==> src/rtl/monitoreo_scheduler.sv <==
// Round-robin sampling scheduler that time-shares one temperature monitor among N_CH sensors.
// Each served sample is held on temp_salida so the monitor's persistence filter sees one channel.
module monitoreo_scheduler #(
  parameter int unsigned N_CH     = 4,
  parameter int unsigned TEMP_W   = 10,
  parameter int unsigned HOLD_CYC = 6,
  parameter int unsigned TIMEOUT  = 15
) (
  input  logic                     clk,
  input  logic                     arst,
  input  logic                     en,
  input  logic [N_CH-1:0]          ch_mask,
  output logic [N_CH-1:0]          sens_req,
  input  logic [N_CH-1:0]          sens_ack,
  input  logic [N_CH*TEMP_W-1:0]   sens_dato,
  output logic [TEMP_W-1:0]        temp_salida,
  output logic                     mon_valid,
  input  logic                     alerta_in,
  output logic [$clog2(N_CH)-1:0]  canal_act,
  output logic [N_CH-1:0]          alerta_canal,
  output logic [N_CH-1:0]          timeout_err,
  input  logic [N_CH-1:0]          clr_err,
  output logic                     ronda_fin
);

  localparam int unsigned CW = $clog2(N_CH);
  localparam int unsigned TW = $clog2(TIMEOUT);
  localparam int unsigned HW = $clog2(HOLD_CYC);

  typedef enum logic [2:0] {StIdle, StSelect, StReq, StHold, StNext} state_e;

  state_e              state_q, state_d;
  logic [CW-1:0]       rr_q, rr_d;
  logic [CW-1:0]       canal_act_q, canal_act_d;
  logic [N_CH-1:0]     sens_req_q, sens_req_d;
  logic [TEMP_W-1:0]   temp_q, temp_d;
  logic                mon_valid_q, mon_valid_d;
  logic [N_CH-1:0]     alerta_canal_q, alerta_canal_d;
  logic [N_CH-1:0]     timeout_err_q, timeout_err_d;
  logic                ronda_fin_q, ronda_fin_d;
  logic [TW-1:0]       wait_cnt_q, wait_cnt_d;
  logic [HW-1:0]       hold_cnt_q, hold_cnt_d;

  // Next pick: lowest enabled channel above the pointer, else wrap to the lowest enabled one.
  logic          above_found;
  logic [CW-1:0] above_ch, low_ch, pick_ch;
  logic          pick_wrap;

  always_comb begin
    above_found = 1'b0;
    above_ch    = '0;
    low_ch      = '0;
    for (int i = N_CH - 1; i >= 0; i--) begin
      if (ch_mask[i]) begin
        low_ch = CW'(i);
        if (i > int'(rr_q)) begin
          above_found = 1'b1;
          above_ch    = CW'(i);
        end
      end
    end
    pick_ch   = above_found ? above_ch : low_ch;
    pick_wrap = ~above_found;
  end

  always_comb begin
    state_d        = state_q;
    rr_d           = rr_q;
    canal_act_d    = canal_act_q;
    sens_req_d     = sens_req_q;
    temp_d         = temp_q;
    mon_valid_d    = mon_valid_q;
    alerta_canal_d = alerta_canal_q;
    timeout_err_d  = timeout_err_q & ~clr_err;
    ronda_fin_d    = 1'b0;
    wait_cnt_d     = wait_cnt_q;
    hold_cnt_d     = hold_cnt_q;

    case (state_q)
      StIdle: begin
        if (en && |ch_mask) state_d = StSelect;
      end
      StSelect: begin
        if (|ch_mask) begin
          canal_act_d = pick_ch;
          rr_d        = pick_ch;
          sens_req_d  = N_CH'(1) << pick_ch;
          wait_cnt_d  = '0;
          state_d     = StReq;
        end else begin
          state_d = StIdle;
        end
      end
      StReq: begin
        if (sens_ack[canal_act_q]) begin
          temp_d      = sens_dato[int'(canal_act_q)*TEMP_W +: TEMP_W];
          mon_valid_d = 1'b1;
          sens_req_d  = '0;
          hold_cnt_d  = '0;
          state_d     = StHold;
        end else if (wait_cnt_q == TW'(TIMEOUT - 1)) begin
          // Applied after the clr_err mask so a simultaneous clear loses.
          timeout_err_d[canal_act_q] = 1'b1;
          sens_req_d                 = '0;
          state_d                    = StNext;
        end else begin
          wait_cnt_d = wait_cnt_q + 1'b1;
        end
      end
      StHold: begin
        if (hold_cnt_q == HW'(HOLD_CYC - 1)) begin
          alerta_canal_d[canal_act_q] = alerta_in;
          mon_valid_d                 = 1'b0;
          state_d                     = StNext;
        end else begin
          hold_cnt_d = hold_cnt_q + 1'b1;
        end
      end
      StNext: begin
        ronda_fin_d = (|ch_mask) & pick_wrap;
        state_d     = en ? StSelect : StIdle;
      end
      default: state_d = StIdle;
    endcase
  end

  always_ff @(posedge clk or posedge arst) begin
    if (arst) begin
      state_q        <= StIdle;
      rr_q           <= CW'(N_CH - 1);
      canal_act_q    <= '0;
      sens_req_q     <= '0;
      temp_q         <= '0;
      mon_valid_q    <= 1'b0;
      alerta_canal_q <= '0;
      timeout_err_q  <= '0;
      ronda_fin_q    <= 1'b0;
      wait_cnt_q     <= '0;
      hold_cnt_q     <= '0;
    end else begin
      state_q        <= state_d;
      rr_q           <= rr_d;
      canal_act_q    <= canal_act_d;
      sens_req_q     <= sens_req_d;
      temp_q         <= temp_d;
      mon_valid_q    <= mon_valid_d;
      alerta_canal_q <= alerta_canal_d;
      timeout_err_q  <= timeout_err_d;
      ronda_fin_q    <= ronda_fin_d;
      wait_cnt_q     <= wait_cnt_d;
      hold_cnt_q     <= hold_cnt_d;
    end
  end

  assign sens_req     = sens_req_q;
  assign temp_salida  = temp_q;
  assign mon_valid    = mon_valid_q;
  assign canal_act    = canal_act_q;
  assign alerta_canal = alerta_canal_q;
  assign timeout_err  = timeout_err_q;
  assign ronda_fin    = ronda_fin_q;

endmodule

==> config.mk <==
export PLATFORM = sky130hd
export DESIGN_NAME = monitoreo_scheduler
export DESIGN_NICKNAME = d
export VERILOG_FILES = /design/src/rtl/monitoreo_scheduler.sv
export SDC_FILE = /design/constraint.sdc
export NUM_CORES = 1
export LEC_CHECK = 0
export BUFFER_PORTS_ARGS = -buffer_cell sky130_fd_sc_hd__buf_2
export CAP_MARGIN = 20
export CORE_MARGIN = 1
export CORE_UTILIZATION = 52
export DETAILED_ROUTE_END_ITERATION = 12
export GPL_ROUTABILITY_DRIVEN = 0
export PLACE_DENSITY = 0.95
export RECOVER_POWER = 25
export SLEW_MARGIN = 20
export SYNTH_ARGS = -nofsm -noshare
export SYNTH_HDL_FRONTEND = slang
export SYNTH_SLANG_ARGS = --single-unit
==> constraint.sdc <==
create_clock -name clk -period 5.4 [get_ports clk]
set_input_delay 0.54 -clock clk [delete_from_list [all_inputs] [get_ports clk]]
set_output_delay 0.54 -clock clk [all_outputs]
set_load 0.02 [all_outputs]
==> run summary <==
The worst setup path is launched from a register. The post-layout net count is 312. The number of global-route vias before repair is 1,823.

The row count is 22. The final-report hold violation count came out at 0. The power per standard cell area is 511 mW/mm^2. In this run the number of cells on the critical path is 4. Leaving out fill and tap cells, the most frequent cell in the layout is sky130_fd_sc_hd__buf_2. The clock tree from TritonCTS is built. From synthesis to final layout, the design area changed by 24.1%. The top-area cell type share of the netlist area is 0.432.

The initial standard-cell utilization of the core is 0.557. The reg2reg setup slack is about 3 ns. The cell sitting at the root of the clock tree is a sky130_fd_sc_hd__clkbuf_8. At the pin with the least slew margin, the transition time is 1.94 ns. The flow ran to the end, but the final reports show violations. The final-layout fill cell count is 250. The ratio of final minimum period to clock period is 0.444.

The floorplan die width is 65.3 um. The worst-case IR drop observed on VDD is 388 uV. Port buffering added between 80 and 90 buffers. The highest-delay cell along the critical path is sky130_fd_sc_hd__dfrtp_1. The die area is 0.00427 sq mm. The post-place instance area is between 0.002 and 0.0025 sq mm. The total overflow reported by the global router came out at 0. The worst hold path terminates at timeout_err[3]$_DFF_PP0_.

Counting every net in the synthesized netlist gives 233. The total count of max-transition violations in the final report is 39. The primary flip-flop cell chosen by synthesis mapping is sky130_fd_sc_hd__dfrtp_1. The worst hold path stage count is 2. The remaining routing DRC violations came out at 0. The number of max-cap violations is 1. For this design the top-level I/O count stands at 82. Synthesis produced a netlist whose cell count is between 150 and 200.

The number of gates resized after CTS was 0. The region available for standard cell placement spans between 0.003 and 0.004 sq mm. sky130_fd_sc_hd__dfrtp_1 takes more of the synthesized area than any other cell.

The number of enable-type register cells in the synthesized netlist came out at 0. Detailed placement ended at an HPWL of 4000 um. The setup path with the least slack is of type register to register. The number of buffers created by CTS came out at 5. Wires add up to roughly 5300 um. After routing the design area is ~0.0026 sq mm. The iteration count of the initial detailed-routing pass is 4. The clock passes through at most 2 buffers.

The largest stage delay on the critical path came out at 0.86 ns. The total vias in the final route is 1,812. The average footprint of a synthesized cell is roughly 12 sq um. Traced cell by cell, the critical path runs through mux4_2 > or3_1 > o211ai_2 > o31ai_2. Measured against its own limit, the worst slew margin works out to -0.296. The startpoint identified for the worst hold timing path is clr_err[3]. The proportion of register bits with asynchronous set or reset after synthesis came out at 1.00.

The worst register-to-register path begins at canal_act[0]$_DFFE_PP0P_. The initial antenna violation count is 0. The largest fanout on the critical path came out at 18. After clock tree synthesis, the clock-pin slew on the worst setup and hold paths is roughly 0.070 ns. Across every metal layer, demand over resource in global routing totals 0.273. The critical path contains buffers and inverters numbering 0 combined. The time the final worst path needs with I/O delays and setup came out at 2.40 ns.

The count of synthesis-stage warnings from yosys is 0. The clock insertion delay at the later pin of the skew report is 0.29 ns. The cell family with the largest share of critical-path delay is flip-flops. The top cell types in the final layout, fill and taps aside, are sky130_fd_sc_hd__buf_2 (81), sky130_fd_sc_hd__dfrtp_1 (36), sky130_fd_sc_hd__mux2_2 (16). The register area share after synthesis is 0.457. The type of the worst min-delay path is input port to register.

Of the cells placed in the final design, the portion with a size suffix greater than 1 is 0.470. The maximum clock rate is 417 MHz. The detailed-route wire length on metal 1 is 1940 um. The final-report setup violation count came out at 0. The detailed router's first-iteration violation count came out at slightly below 60. The highest layer touched by signal routing is met4. Setup repair after global routing left no endpoint under its margin. The wire length on met2 is 2810 um.

The detailed route wirelength on metal3 came out at 423 um. The data arrival time at the worst-slack endpoint came out at 2.58 ns. The average routed wire per standard cell came out at 17.8 um. The static leakage is 0.00130 uW.

The number of levels the H-tree was split into came out at 2. The final reports fail on max-capacitance violations, max-slew violations. The first global-routing pass estimated 8450 um of wire.

In this run, synthesis produced a sequential element count of 38. The post-route setup TNS is 0 ns. The cell area after synthesis came out at between 0.002 and 0.0025 sq mm.

The count of nets left with antenna violations once routing finished came out at 0. In the routed layout, each cell is associated on average with a via count of approximately 6.0. The maximum clock skew at final layout came out at 0.000896 ns. Hold repair after CTS inserted 0 buffers.

Yosys attributes the largest share of cell area to sky130_fd_sc_hd__dfrtp_1 (43%), sky130_fd_sc_hd__mux2_2 (8.6%), sky130_fd_sc_hd__mux4_1 (7.6%), sky130_fd_sc_hd__mux4_2 (5.4%), sky130_fd_sc_hd__dfstp_2 (2.5%). The total setup buffers inserted after CTS came out at 0. The CTS sink count is 38.

The largest net degree at the start of global routing came out at 39. The logic depth of the worst register-to-register path is 4. The worst setup path is captured at a register. In this run the critical register-to-register path is captured at wait_cnt_q[2]$_DFFE_PP0P_.

The height of the chip came out at 65.3 um. The required arrival time at the worst endpoint came out at 5.58 ns. The post-synthesis cell type count is 47.

0 antenna diodes ended up in the layout.
## sequential cells by signal, indices dropped and copies added, names as in the netlist
signal / count
alerta_canal: 4
hold_cnt_q: 3
rr_q: 2
wait_cnt_q: 4
sens_req: 4
timeout_err: 4
temp_salida: 10
canal_act: 2
state_q: 3
ronda_fin: 1
mon_valid: 1
## report_power, final
group	switching (uW)	leakage [uW]	internal (uW)
Sequential	132	0.000480	393
Combinational	312	0.000773	283
Clock	98.7	0.0000482	103
## cell type report
type	count	area, sq um	area share
inverter	10	37.5	0.0145
timing repair buffer	82	409	0.158
clock buffer	7	86.3	0.0334
tap	48	60.1	0.0232
clock inverter	1	5.00	0.00193
sequential	38	953	0.368
multi-input combinational	115	1040	0.400
## worst reg2reg max path, stage by stage, from the launching register on
cell	delay, ns
sky130_fd_sc_hd__dfrtp_1	0.86
sky130_fd_sc_hd__mux4_2	0.67
sky130_fd_sc_hd__or3_1	0.48
sky130_fd_sc_hd__o211ai_2	0.19
sky130_fd_sc_hd__o31ai_2	0.08
## layer usage
metal | global-route usage | vias up
li1 | - | 810
met4 | 0.109 | 0
met2 | 0.477 | 108
met1 | 0.311 | 874
met3 | 0.0833 | 20
met5 | 0 | -
## worst max path at each step
stage / startpoint / endpoint / slack, ns
2_1_floorplan: canal_act[0]$_DFFE_PP0P_ / wait_cnt_q[2]$_DFFE_PP0P_ / 3.40
3_3_place_gp: canal_act[0]$_DFFE_PP0P_ / wait_cnt_q[2]$_DFFE_PP0P_ / 3.08
3_5_place_dp: canal_act[0]$_DFFE_PP0P_ / wait_cnt_q[2]$_DFFE_PP0P_ / 3.03
4_1_cts: canal_act[0]$_DFFE_PP0P_ / wait_cnt_q[2]$_DFFE_PP0P_ / 3.01
5_1_grt: arst / hold_cnt_q[0]$_DFFE_PP0P_ / 2.85
6_report: canal_act[0]$_DFFE_PP0P_ / wait_cnt_q[2]$_DFFE_PP0P_ / 3.00
## cell usage after synthesis (2+ instances only)
| cell | count |
|---|---|
| sky130_fd_sc_hd__nand3_1 | 5 |
| sky130_fd_sc_hd__dfstp_2 | 2 |
| sky130_fd_sc_hd__a41o_1 | 2 |
| sky130_fd_sc_hd__and4_1 | 2 |
| sky130_fd_sc_hd__dfrtp_1 | 36 |
| sky130_fd_sc_hd__nor4_1 | 2 |
| sky130_fd_sc_hd__o41ai_1 | 2 |
| sky130_fd_sc_hd__mux4_1 | 6 |
| sky130_fd_sc_hd__nor2_1 | 6 |
| sky130_fd_sc_hd__and3_1 | 2 |
| sky130_fd_sc_hd__nand2_1 | 13 |
| sky130_fd_sc_hd__o22ai_1 | 3 |
| sky130_fd_sc_hd__o21ai_0 | 6 |
| sky130_fd_sc_hd__nand4_1 | 5 |
| sky130_fd_sc_hd__nand2b_1 | 8 |
| sky130_fd_sc_hd__a211o_1 | 2 |
| sky130_fd_sc_hd__xor2_1 | 2 |
| sky130_fd_sc_hd__mux4_2 | 5 |
| sky130_fd_sc_hd__mux2_2 | 16 |
| sky130_fd_sc_hd__nor3_1 | 2 |
| sky130_fd_sc_hd__clkbuf_1 | 4 |
| sky130_fd_sc_hd__buf_6 | 2 |
| sky130_fd_sc_hd__inv_1 | 10 |
| sky130_fd_sc_hd__buf_2 | 2 |
| sky130_fd_sc_hd__a21oi_1 | 3 |
| sky130_fd_sc_hd__ha_1 | 4 |
## cells by family after synthesis
logic type                 Yosys count  share of synthesized area
and+or+nand+nor                     54                      0.144
DFF                                 38                      0.457
muxes                               28                      0.221
AOI/OAI and AO/OA                   27                     0.0996
buffers and inverters               20                     0.0462
adders and majority gates            4                     0.0240
xor gates and xnor gates             2                    0.00840
## stage by stage
step	utilization	instances	setup slack (ns)	total power (uW)	hold slack, ns
5_1_grt	0.691	301	2.85	1400	0.428
6_report	0.691	301	3.00	1320	0.427
3_3_place_gp	0.668	293	3.08	1060	0.459
4_1_cts	0.692	301	3.01	1320	0.349
3_5_place_dp	0.668	293	3.03	1110	0.459
2_1_floorplan	-	173	3.40	949	0.474
(Power assumes the default switching activity.)
